<file path="src/rtl/alu_mul_seq.sv">
// alu_mul_seq: shift-and-add unsigned multiplier sequencer that borrows the shared alu; define ALU_MUL_OVF_EN to add the ovf output
module alu_mul_seq #(
    parameter int BUS_WIDTH = 16,
    parameter int CNT_WIDTH = 5
) (
    input  logic                 clk,
    input  logic                 reset_n,
    input  logic                 start,
    input  logic [BUS_WIDTH-1:0] a,
    input  logic [BUS_WIDTH-1:0] b,
    output logic                 busy,
    output logic                 done,
    output logic [BUS_WIDTH-1:0] result,
`ifdef ALU_MUL_OVF_EN
    output logic                 ovf,
`endif
    output logic [BUS_WIDTH-1:0] alu_x,
    output logic [BUS_WIDTH-1:0] alu_y,
    output logic                 alu_zx,
    output logic                 alu_nx,
    output logic                 alu_zy,
    output logic                 alu_ny,
    output logic                 alu_f,
    output logic                 alu_no,
    input  logic [BUS_WIDTH-1:0] alu_out,
    input  logic                 alu_carry
);
    typedef enum logic [1:0] {IDLE, RUN, DONE} state_t;
    state_t               state;
    logic [BUS_WIDTH-1:0] acc, mcand, mplier;
    logic [CNT_WIDTH-1:0] cnt;
    logic                 run, last;
    assign run  = state == RUN;
    assign last = cnt == CNT_WIDTH'(BUS_WIDTH - 1);
    // Outside RUN the alu is parked on constant zero; in RUN it adds mcand or 0 to acc
    assign alu_x  = run ? acc : '0;
    assign alu_y  = run ? mcand : '0;
    assign alu_zx = ~run;
    assign alu_nx = 1'b0;
    assign alu_zy = run ? ~mplier[0] : 1'b1;
    assign alu_ny = 1'b0;
    assign alu_f  = 1'b1;
    assign alu_no = 1'b0;
    // Sequencer: accept, BUS_WIDTH add/shift steps, one-cycle done pulse
    always_ff @(posedge clk or negedge reset_n) begin
        if (!reset_n) begin
            state  <= IDLE;
            busy   <= 1'b0;
            done   <= 1'b0;
            result <= '0;
            acc    <= '0;
            mcand  <= '0;
            mplier <= '0;
            cnt    <= '0;
        end else begin
            case (state)
                IDLE: if (start) begin
                    state  <= RUN;
                    busy   <= 1'b1;
                    mcand  <= a;
                    mplier <= b;
                    acc    <= '0;
                    cnt    <= '0;
                end
                RUN: begin
                    acc    <= alu_out;
                    mcand  <= mcand << 1;
                    mplier <= mplier >> 1;
                    cnt    <= cnt + 1'b1;
                    if (last) begin
                        state  <= DONE;
                        done   <= 1'b1;
                        result <= alu_out;
                    end
                end
                DONE: begin
                    state <= IDLE;
                    busy  <= 1'b0;
                    done  <= 1'b0;
                end
                default: state <= IDLE;
            endcase
        end
    end
`ifdef ALU_MUL_OVF_EN
    logic flag, hit;
    // Product overflows when an add carries out or a set mcand bit is shifted away while multiplier bits remain
    assign hit = (alu_carry && !alu_zy) || (mcand[BUS_WIDTH-1] && |mplier[BUS_WIDTH-1:1]);
    // Sticky overflow flag, published alongside result
    always_ff @(posedge clk or negedge reset_n) begin
        if (!reset_n) begin
            flag <= 1'b0;
            ovf  <= 1'b0;
        end else if (state == IDLE && start) begin
            flag <= 1'b0;
        end else if (run) begin
            flag <= flag | hit;
            if (last) ovf <= flag | hit;
        end
    end
`else
    logic unused_carry;
    assign unused_carry = alu_carry;
`endif
endmodule
</file>
<file path="config.mk">
export PLATFORM = sky130hd
export DESIGN_NAME = alu_mul_seq
export DESIGN_NICKNAME = d
export VERILOG_FILES = /design/src/rtl/alu_mul_seq.sv
export SDC_FILE = /design/constraint.sdc
export NUM_CORES = 1
export LEC_CHECK = 0
export ABC_AREA = 1
export CAP_MARGIN = 25
export CORE_ASPECT_RATIO = 1.25
export CORE_MARGIN = 3
export CORE_UTILIZATION = 41
export CTS_BUF_LIST = sky130_fd_sc_hd__clkbuf_16
export CTS_CLUSTER_DIAMETER = 50
export CTS_CLUSTER_SIZE = 20
export DETAILED_ROUTE_END_ITERATION = 10
export PLACE_DENSITY = 0.76
export SETUP_SLACK_MARGIN = 0.4
export SYNTH_ARGS = -nofsm -noshare
export SYNTH_HDL_FRONTEND = slang
export SYNTH_SLANG_ARGS = --single-unit
</file>
<file path="constraint.sdc">
create_clock -name clk -period 1.3 [get_ports clk]
set_input_delay 0.39 -clock clk [delete_from_list [all_inputs] [get_ports clk]]
set_output_delay 0.39 -clock clk [all_outputs]
set_load 0.005 [all_outputs]
</file>
# Word level (Yosys, flattened, before mapping)
# Index checks and enable logic that the tools add are counted.
[totals]
register_bits = 73
ramBits = 0
memories = 0
latchBits = 0
inputBits = 52
wordCells = 43
mem_bits_ro = 0
[classes]
shifts = 0
reduce_logical = 9
order_cmp = 0
n_addsub = 1
n_bitwise = 2
n_mul = 0
n_mux = 18
n_div = 0
eq_ne = 5
[op_table]
columns = ["operator", "n"]
rows = [
  ["case mux 16 bit (2 select lines)", 3],
  ["2-to-1 mux 16 bit", 5],
  ["case mux 5 bit (2 select lines)", 1],
  ["AND reduction 2 bit", 5],
  ["nonzero test 2 bit", 3],
  ["adder 5 x 1 -> 5 bit (second input constant)", 1],
  ["== test 5 x 4 -> 1 bit (second input constant)", 1],
  ["2-to-1 mux 5 bit", 1],
  ["2-to-1 mux 2 bit", 2],
  ["case mux 1 bit (2 select lines)", 2],
  ["case mux 2 bit (2 select lines)", 1],
  ["2-to-1 mux 1 bit", 3],
  ["== test 2 x 1 -> 1 bit (second input constant)", 1],
  ["== test 2 bit (second input constant)", 1],
  ["logical NOT 2 bit", 1],
  ["inequality test 2 x 1 -> 1 bit (second input constant)", 1],
  ["inequality test 2 bit (second input constant)", 1],
  ["inverter 1 bit", 2],
]

# Depth between registers and ports, before layout
# Gate-level depths: netlist of run 1.
[logic_depth]
word_depth = 3
mapped_depth = 9
mapped_depth_nobuf = 8

# Worst setup path after synthesis of run 1
# Ideal clock, no wire load.
[synth_timing]
kind = "register to register"
start = "reg cnt[0]"
end = "reg result[10]"
synth_period_minus_slack_ns = 1.426
arrival_time_ns = 1.310
required_time_ns = 1.184
path_slack_ns = -0.126
path_stages_with_launch = 10
cell_sequence = "dfrtp_1 > ha_1 > nand2_1 > nor2_1 > ha_1 > nand2_4 > inv_4 > buf_6 > nand2_1 > nand2_1"
[synth_between]
elab_chain_cells = 2
[synth_rtl]
columns = ["item", "line", "text"]
rows = [
  ["from (decl)", "31", "logic [CNT_WIDTH-1:0] cnt;"],
  ["from (signal assigned)", "69", "cnt <= cnt + 1'b1;"],
  ["== test 5 x 4 -> 1 bit", "34", "assign last = cnt == CNT_WIDTH'(BUS_WIDTH - 1);"],
  ["AND reduction 2 bit (no line)", "-", ""],
  ["to (signal assigned)", "73", "result <= alu_out;"],
  ["to (decl)", "13", "output logic [BUS_WIDTH-1:0] result,"],
]
# No other way between the ends.
# A chain may end at the register's enable or synchronous reset.

# Worst setup path in the final report of run 1
[layout_timing]
start = "reg state[0]"
end = "out alu_y[1]"
[layout_between]
elab_chain_cells = 2
[layout_rtl]
columns = ["item", "line", "text"]
rows = [
  ["from (decl)", "29", "state_t state;"],
  ["from (signal assigned)", "47", "state <= IDLE;"],
  ["from (signal assigned)", "58", "state <= RUN;"],
  ["from (signal assigned)", "71", "state <= DONE;"],
  ["== test 2 x 1 -> 1 bit", "33", "assign run = state == RUN;"],
  ["2-to-1 mux 16 bit", "37", "assign alu_y = run ? mcand : '0;"],
  ["to (decl)", "18", "output logic [BUS_WIDTH-1:0] alu_y,"],
]
# No other way between the ends.

==> results of run 1 <==
[metrics by stage]
step           setup WS [ps]   util  TNS (ps)  hold slack, ps
5_1_grt                 -626  0.947    -39870           -27.4
3_3_place_gp            -436  0.661    -26660             309
6_report                -607  0.947    -36770           -42.9
2_1_floorplan          -63.5      -      -812            94.4
3_5_place_dp            -506  0.661    -30330             312
4_1_cts                 -537  0.852    -27070           -38.4
[cell usage in the layout, fill, tap and decap left out, types with 19 or more instances in the layout]
| master | count |
|---|---|
| sky130_fd_sc_hd__buf_4 | 75 |
| sky130_fd_sc_hd__dfrtp_1 | 72 |
| sky130_fd_sc_hd__inv_1 | 19 |
| sky130_fd_sc_hd__nand2_1 | 56 |
| sky130_fd_sc_hd__nand3_1 | 21 |
| sky130_fd_sc_hd__nor2_4 | 19 |
| sky130_fd_sc_hd__nand3_2 | 45 |
| sky130_fd_sc_hd__buf_2 | 44 |
| sky130_fd_sc_hd__clkdlybuf4s50_1 | 49 |
| sky130_fd_sc_hd__buf_6 | 42 |
| sky130_fd_sc_hd__nand2_2 | 41 |
| sky130_fd_sc_hd__nand2_4 | 41 |
[kinds of logic (layout without fill, tap and decap cells)]
logic type               Yosys count  count (layout)
other                              2               4
flip-flops                        73              73
AND/OR/NAND/NOR                  230             234
AO/OA/AOI/OAI                     22              22
adder cells (fa/ha/maj)            2               2
buffers and inverters             62             301
[timing repair]
item                                   CTS  global route
gates resized for setup                367           132
setup endpoints to repair              125           125
setup buffers                           65            19
gates cloned                            16             2
pin swaps                               26            16
endpoints found under the hold margin   20            20
[power by group through the flow]
stage	clock (uW)	combinational [uW]	sequential, uW
detailed placement	0	5370	3760
global placement	0	5210	3720
global route	3270	10900	4150
finish	3180	10500	4100
CTS	3060	8100	3800
floorplan	0	2710	3710
[layout make-up]
type / count / area, um^2 / share of cell area
Clock buffer: 9 / 225 / 0.0318
Sequential cell: 73 / 1830 / 0.258
Inverter: 38 / 160 / 0.0226
Clock inverter: 7 / 143 / 0.0201
Multi-Input combinational cell: 262 / 2110 / 0.298
Tap cell: 92 / 115 / 0.0162
Timing Repair inverter: 4 / 45.0 / 0.00635
Timing Repair Buffer: 243 / 2460 / 0.348
[critical path: cells and delay by family, from the launching register on]
family        cells  cell delay [ps]
simple gates      2              220
flops             1              490
buf+inv           5              470
[worst min-delay path by stage]
stage             from    endpoint  depth (start not counted)
2_1_floorplan  reset_n      acc[0]                          0
3_3_place_gp   reset_n  mplier[15]                          1
3_5_place_dp   reset_n  mplier[11]                          1
4_1_cts        reset_n  mplier[11]                          1
5_1_grt        reset_n  mplier[15]                          1
6_report       reset_n      cnt[4]                          1
[registers in the layout, summed over array words and instances (netlist names)]
signal,cells
acc,16
state,2
done,1
mcand,16
mplier,16
cnt,5
result,16
busy,1
[routing by layer]
layer / global-route usage / vias up / part of all wire
li1: - / 1713 / -
met1: 0.351 / 2021 / 0.35
met2: 0.547 / 335 / 0.50
met3: 0.0702 / 118 / 0.071
met4: 0.216 / 0 / 0.085
met5: 0 / - / 0
==> impl_summary.log, run 1 <==
[metrics] outcome: finished with violations
[metrics] failing checks: negative hold slack, negative setup slack
[metrics] Sequential Power Share: 0.230
[metrics] leading post-synthesis cells by cell area: sky130_fd_sc_hd__dfrtp_1 (57%), sky130_fd_sc_hd__nand2_1 (16%), sky130_fd_sc_hd__nand3_1 (10%)
[metrics] share of synthesized cell area in full adder, half adder and majority cells: 0.00779
[metrics] Critical Path Slowest Stage Cell: sky130_fd_sc_hd__dfrtp_2
[metrics] number of diodes added for antenna fixing: 0
[metrics] TritonCTS clock tree: yes
[metrics] number of detailed-route iterations in the first pass: 5
[metrics] Fmax: 524 MHz
[metrics] data required time at the worst endpoint: 910 ps
[metrics] Area Growth Syn to Fin: 121%
[metrics] clock slew at the register clock pins of the worst setup and hold paths: 70 ps
[metrics] Die H: 105 um
[metrics] initial antenna violation count: 0
[metrics] overall power of the completed layout: 17800 uW
[metrics] final setup vio count: 107
[metrics] ratio of cells with drive above 1 in the final layout: 0.643
[metrics] dominant synthesized flop cell: sky130_fd_sc_hd__dfrtp_1
[metrics] cell types with the highest counts after synthesis: sky130_fd_sc_hd__nand2_1 (138), sky130_fd_sc_hd__dfrtp_1 (73), sky130_fd_sc_hd__nand3_1 (67)
[metrics] Post-Syn Area: 0.00321 mm^2
[metrics] setup slack of the critical path after layout: -607 ps
[metrics] Post-route DRC: 0
[metrics] average cell area after synthesis: 8.22 um^2
[metrics] final cell area excluding filler cells: 0.00709 mm^2
[metrics] largest net degree at the start of global routing: 31
[metrics] compound-cell area share of the yosys netlist: 0.0347
[metrics] cell count of the worst reg-to-reg path: 8
[metrics] count of unique library cells instantiated by Yosys: 22
[metrics] number of rows created at floorplan: 35
[metrics] worst hold slack: -42.9 ps
[metrics] number of synthesized register bits: 73
[metrics] largest stage delay on the critical path: 490 ps
[metrics] number of primary I/O pins: 108
[metrics] # H-tree levels: 3
[metrics] Worst Setup Start Kind: flip-flop
[metrics] share of synthesized cell area in and, or, nand and nor gates: 0.300
[metrics] fin nets: 685
[metrics] fraction of registers with async set or reset after synthesis: 1.00
[metrics] Routed Antenna Nets: 0
[metrics] Critical Path Start: state[0]
[metrics] worst reg2reg path startpoint: cnt[0]
[metrics] switching power: 7000 uW
[metrics] via density per instance: 5.75
[metrics] global-route wire length before repair: 21.7 mm
[metrics] arrival time at the worst endpoint: 1520 ps
[metrics] critical path type: flip-flop to output port
[metrics] shortest period the worst path allows: 1910 ps
[metrics] proportion of power drawn by the clock network: 0.178
[metrics] insertion delay of the later-clocked pin in the worst-skew pair: 340 ps
[metrics] overall routed net length: 17.7 mm
[metrics] global placement routability congestion: 0.827
[metrics] number of endpoints with negative hold slack in the final report: 20
[metrics] Logic pwr share: 0.591
[metrics] worst min-delay path category: input port to asynchronous set/reset pin
[metrics] Initial DRC Count: 352
[metrics] fill cell count: 201
[metrics] main combinational cell family by area after synthesis: simple AND/OR/NAND/NOR gates
[metrics] CTS Buffer Depth: 2
[metrics] Setup crit end: alu_y[1]
[metrics] Max Slew Vio Count: 0
[metrics] area enclosed by the die boundary: 0.00894 mm^2
[metrics] Worst Setup End Kind: output port
[metrics] final period utilization: 1.47
[metrics] core area: 0.00749 mm^2
[metrics] grt total ovfl: 0
[metrics] Leak: 0.00355 uW
[metrics] cell chain of the critical path: nand2_8 > buf_12 > clkinv_8 > buf_6 > nand2_4 > inv_2 > buf_2
[metrics] proportion of synthesized chip area in sequential cells: 0.569
[metrics] DP HPWL: 6.28 mm
[metrics] Avg WL per Cell: 24.3 um
[metrics] cell internal pwr: 10800 uW
[metrics] number of instances in the synthesized netlist: 391
[metrics] Initial Utilization: 0.429
[metrics] DP Area: 0.00495 mm^2
[metrics] total CTS buffers: 9
[metrics] peak fanout along the critical path: 5
[metrics] horizontal die dimension: 85.2 um
[metrics] fraction of power spent switching nets: 0.393
[metrics] R2R Setup Slk: -400 ps
[metrics] count of max-cap constraint violations: 0
[metrics] largest clock skew in the final design: 8.03 ps
[metrics] number of standard cells in the final layout excluding fillers: 728
[metrics] Buffers on Ports: 102
[metrics] largest area contributor in the netlist: sky130_fd_sc_hd__dfrtp_1
[metrics] vias in the first global route: 4074
[metrics] detailed-route via count: 4187
[metrics] library cell with the highest instance count after synthesis: sky130_fd_sc_hd__nand2_1
[metrics] portion of netlist area occupied by mux cells: 0
[metrics] reg2reg end: result[1]
[metrics] power density of the placed cells: 2510 mW/mm^2
[metrics] parity-gate share of the synthesized area counting xor and xnor cells: 0
[metrics] EDFF count, synth: 0
[metrics] count of yosys warnings during synthesis: 0
[metrics] fraction of post-synthesis cell area in the top cell type by area: 0.569
[metrics] root buf cell: sky130_fd_sc_hd__clkbuf_16
[metrics] Worst IR Drop VDD: 0.00187 V
[metrics] number of sinks handled by clock tree synthesis: 73
[metrics] Tot GR Track Use: 0.321
[metrics] number of instances in the placed design: 610
[metrics] RSZ-0062 raised after global routing: true
Power figures use the tool's default switching activity.
==> inputs of run 2 (changes only) <==
--- a/config.mk
+++ b/config.mk
@@ -14,6 +14,7 @@
 export CTS_CLUSTER_DIAMETER = 50
 export CTS_CLUSTER_SIZE = 20
 export DETAILED_ROUTE_END_ITERATION = 10
+export GPL_TIMING_DRIVEN = 0
 export PLACE_DENSITY = 0.76
 export SETUP_SLACK_MARGIN = 0.4
 export SYNTH_ARGS = -nofsm -noshare
==> impl_summary.log, run 2 (synthesis gave the netlist of run 1 again) <==
[metrics] # H-tree levels: 3
[metrics] insertion delay of the later-clocked pin in the worst-skew pair: 340 ps
[metrics] overall routed net length: 15.2 mm
[metrics] power density of the placed cells: 2330 mW/mm^2
[metrics] Area Growth Syn to Fin: 108%
[metrics] total CTS buffers: 9
[metrics] Buffers on Ports: 102
[metrics] final cell area excluding filler cells: 0.00667 mm^2
[metrics] Critical Path Start: state[0]
[metrics] Worst IR Drop VDD: 0.00144 V
[metrics] Avg WL per Cell: 21.6 um
[metrics] number of primary I/O pins: 108
[metrics] Worst Setup Start Kind: flip-flop
[metrics] Critical Path Slowest Stage Cell: sky130_fd_sc_hd__dfrtp_2
[metrics] horizontal die dimension: 85.2 um
[metrics] DP Worst Slack: -593 ps
[metrics] initial antenna violation count: 0
[metrics] arrival time at the worst endpoint: 1530 ps
[metrics] number of sinks handled by clock tree synthesis: 73
[metrics] via density per instance: 5.51
[metrics] detailed-route via count: 3885
[metrics] critical path's most frequent cell: sky130_fd_sc_hd__nand2_4
[metrics] Final Core Density: 0.891
[metrics] Initial Utilization: 0.429
[metrics] core area: 0.00749 mm^2
[metrics] Max Slew Vio Count: 0
[metrics] grt total ovfl: 0
[metrics] cell chain of the critical path: nand2_4 > inv_8 > buf_12 > buf_8 > buf_6 > nand2_4 > inv_2 > buf_2
[metrics] grt peak-use layer: met2
[metrics] data required time at the worst endpoint: 910 ps
[metrics] Tot GR Track Use: 0.269
[metrics] worst min-delay path category: input port to asynchronous set/reset pin
[metrics] shortest period the worst path allows: 1920 ps
[metrics] root buf cell: sky130_fd_sc_hd__clkbuf_16
[metrics] final period utilization: 1.48
[metrics] worst reg2reg path startpoint: state[0]
[metrics] number of detailed-route iterations in the first pass: 6
[metrics] Fmax: 520 MHz
[metrics] largest clock skew in the final design: 8.21 ps
[metrics] commonest cells after routing, fill and taps aside: sky130_fd_sc_hd__dfrtp_1 (72), sky130_fd_sc_hd__buf_4 (55), sky130_fd_sc_hd__nand2_2 (52), sky130_fd_sc_hd__nand2_1 (52)
[metrics] number of rows created at floorplan: 35
[metrics] final setup vio count: 107
[metrics] DP HPWL: 5.75 mm
[metrics] Worst Setup End Kind: output port
[metrics] GR met1 Demand/Resource: 0.295
[metrics] CTS Buffer Depth: 2
[metrics] vias in the first global route: 3703
[metrics] count of max-cap constraint violations: 0
[metrics] critical path type: flip-flop to output port
[metrics] commonest non-fill, non-tap cell in the layout: sky130_fd_sc_hd__dfrtp_1
[metrics] clock slew at the register clock pins of the worst setup and hold paths: 60 ps
[metrics] peak fanout along the critical path: 5
[metrics] Post-route DRC: 0
[metrics] outcome: finished with violations
[metrics] largest stage delay on the critical path: 430 ps
[metrics] TNS Setup: -44100 ps
[metrics] TritonCTS clock tree: yes
[metrics] global-route met3 utilization: 0.0497
[metrics] global-route wire length before repair: 18.7 mm
[metrics] number of endpoints with negative hold slack in the final report: 0
[metrics] DP Area: 0.00477 mm^2
[metrics] GR Layer Usage met2: 0.484
[metrics] global placement routability congestion: 0.760
[metrics] Routed Antenna Nets: 0
[metrics] setup slack of the critical path after layout: -623 ps
[metrics] RSZ-0062 raised after global routing: true
[metrics] number of diodes added for antenna fixing: 0
[metrics] Die H: 105 um
[metrics] area enclosed by the die boundary: 0.00894 mm^2
[metrics] ratio of cells with drive above 1 in the final layout: 0.612
[metrics] fin nets: 662
[metrics] Leak: 0.00338 uW
[metrics] failing checks: negative setup slack
[metrics] largest net degree at the start of global routing: 74
[metrics] Initial DRC Count: 248
[run 2: path summary, 6_finish.rpt]
| check | to | slack, ps | cells after the start |
|---|---|---|---|
| max in group asynchronous | state[0] | 920 | 2 |
| worst min-delay path | mplier[11] | 50 | 2 |
| worst max register to register | acc[14] | -570 | 12 |
| worst max-delay path | alu_y[7] | -620 | 8 |
| worst min register to register | result[2] | 490 | 2 |
| min in group clk | result[2] | 490 | 2 |
[run 2: critical path, delay by kind of cell, from the launching register on]
kind	cells	cell delay (ps)
buffers and inverters	6	580
flip-flops	1	430
AND/OR/NAND/NOR	2	170
[run 2: repair_timing]
action	in CTS	in global routing
endpoints found under the hold margin	0	0
hold buffers	0	0
pin swaps	33	25
endpoints found under the setup margin	125	125
cloned	10	3
setup buffers	56	32
gates resized for setup	361	125
[run 2: stage by stage]
stage	std cells	hold slack [ps]	total power, uW
after floorplan	393	94.4	6420
after global placement	587	461	8540
after detailed placement	588	431	8670
after CTS	670	82.4	13100
after global routing	705	73.1	16100
final	705	49.7	15500
[run 2: final cells by class]
type,instances,area (um^2)
Fill cell,330,820
Multi-Input combinational cell,258,1940
Sequential cell,73,1830
Tap cell,92,115
Clock inverter,7,62.6
Clock buffer,9,225
Buffer,24,352
Timing Repair Buffer,204,1990
Inverter,38,158
[run 2: report_power, final]
part	internal (uW)	switching (uW)
Sequential	3210	769
Combinational	4800	4270
Clock	1470	1010
Total	9470	6050
[run 2: metal layers]
layer	vias to the layer above	routed length, um
li1	1655	-
met3	73	921
met2	241	8030
met4	0	943
met5	-	0
met1	1916	5310
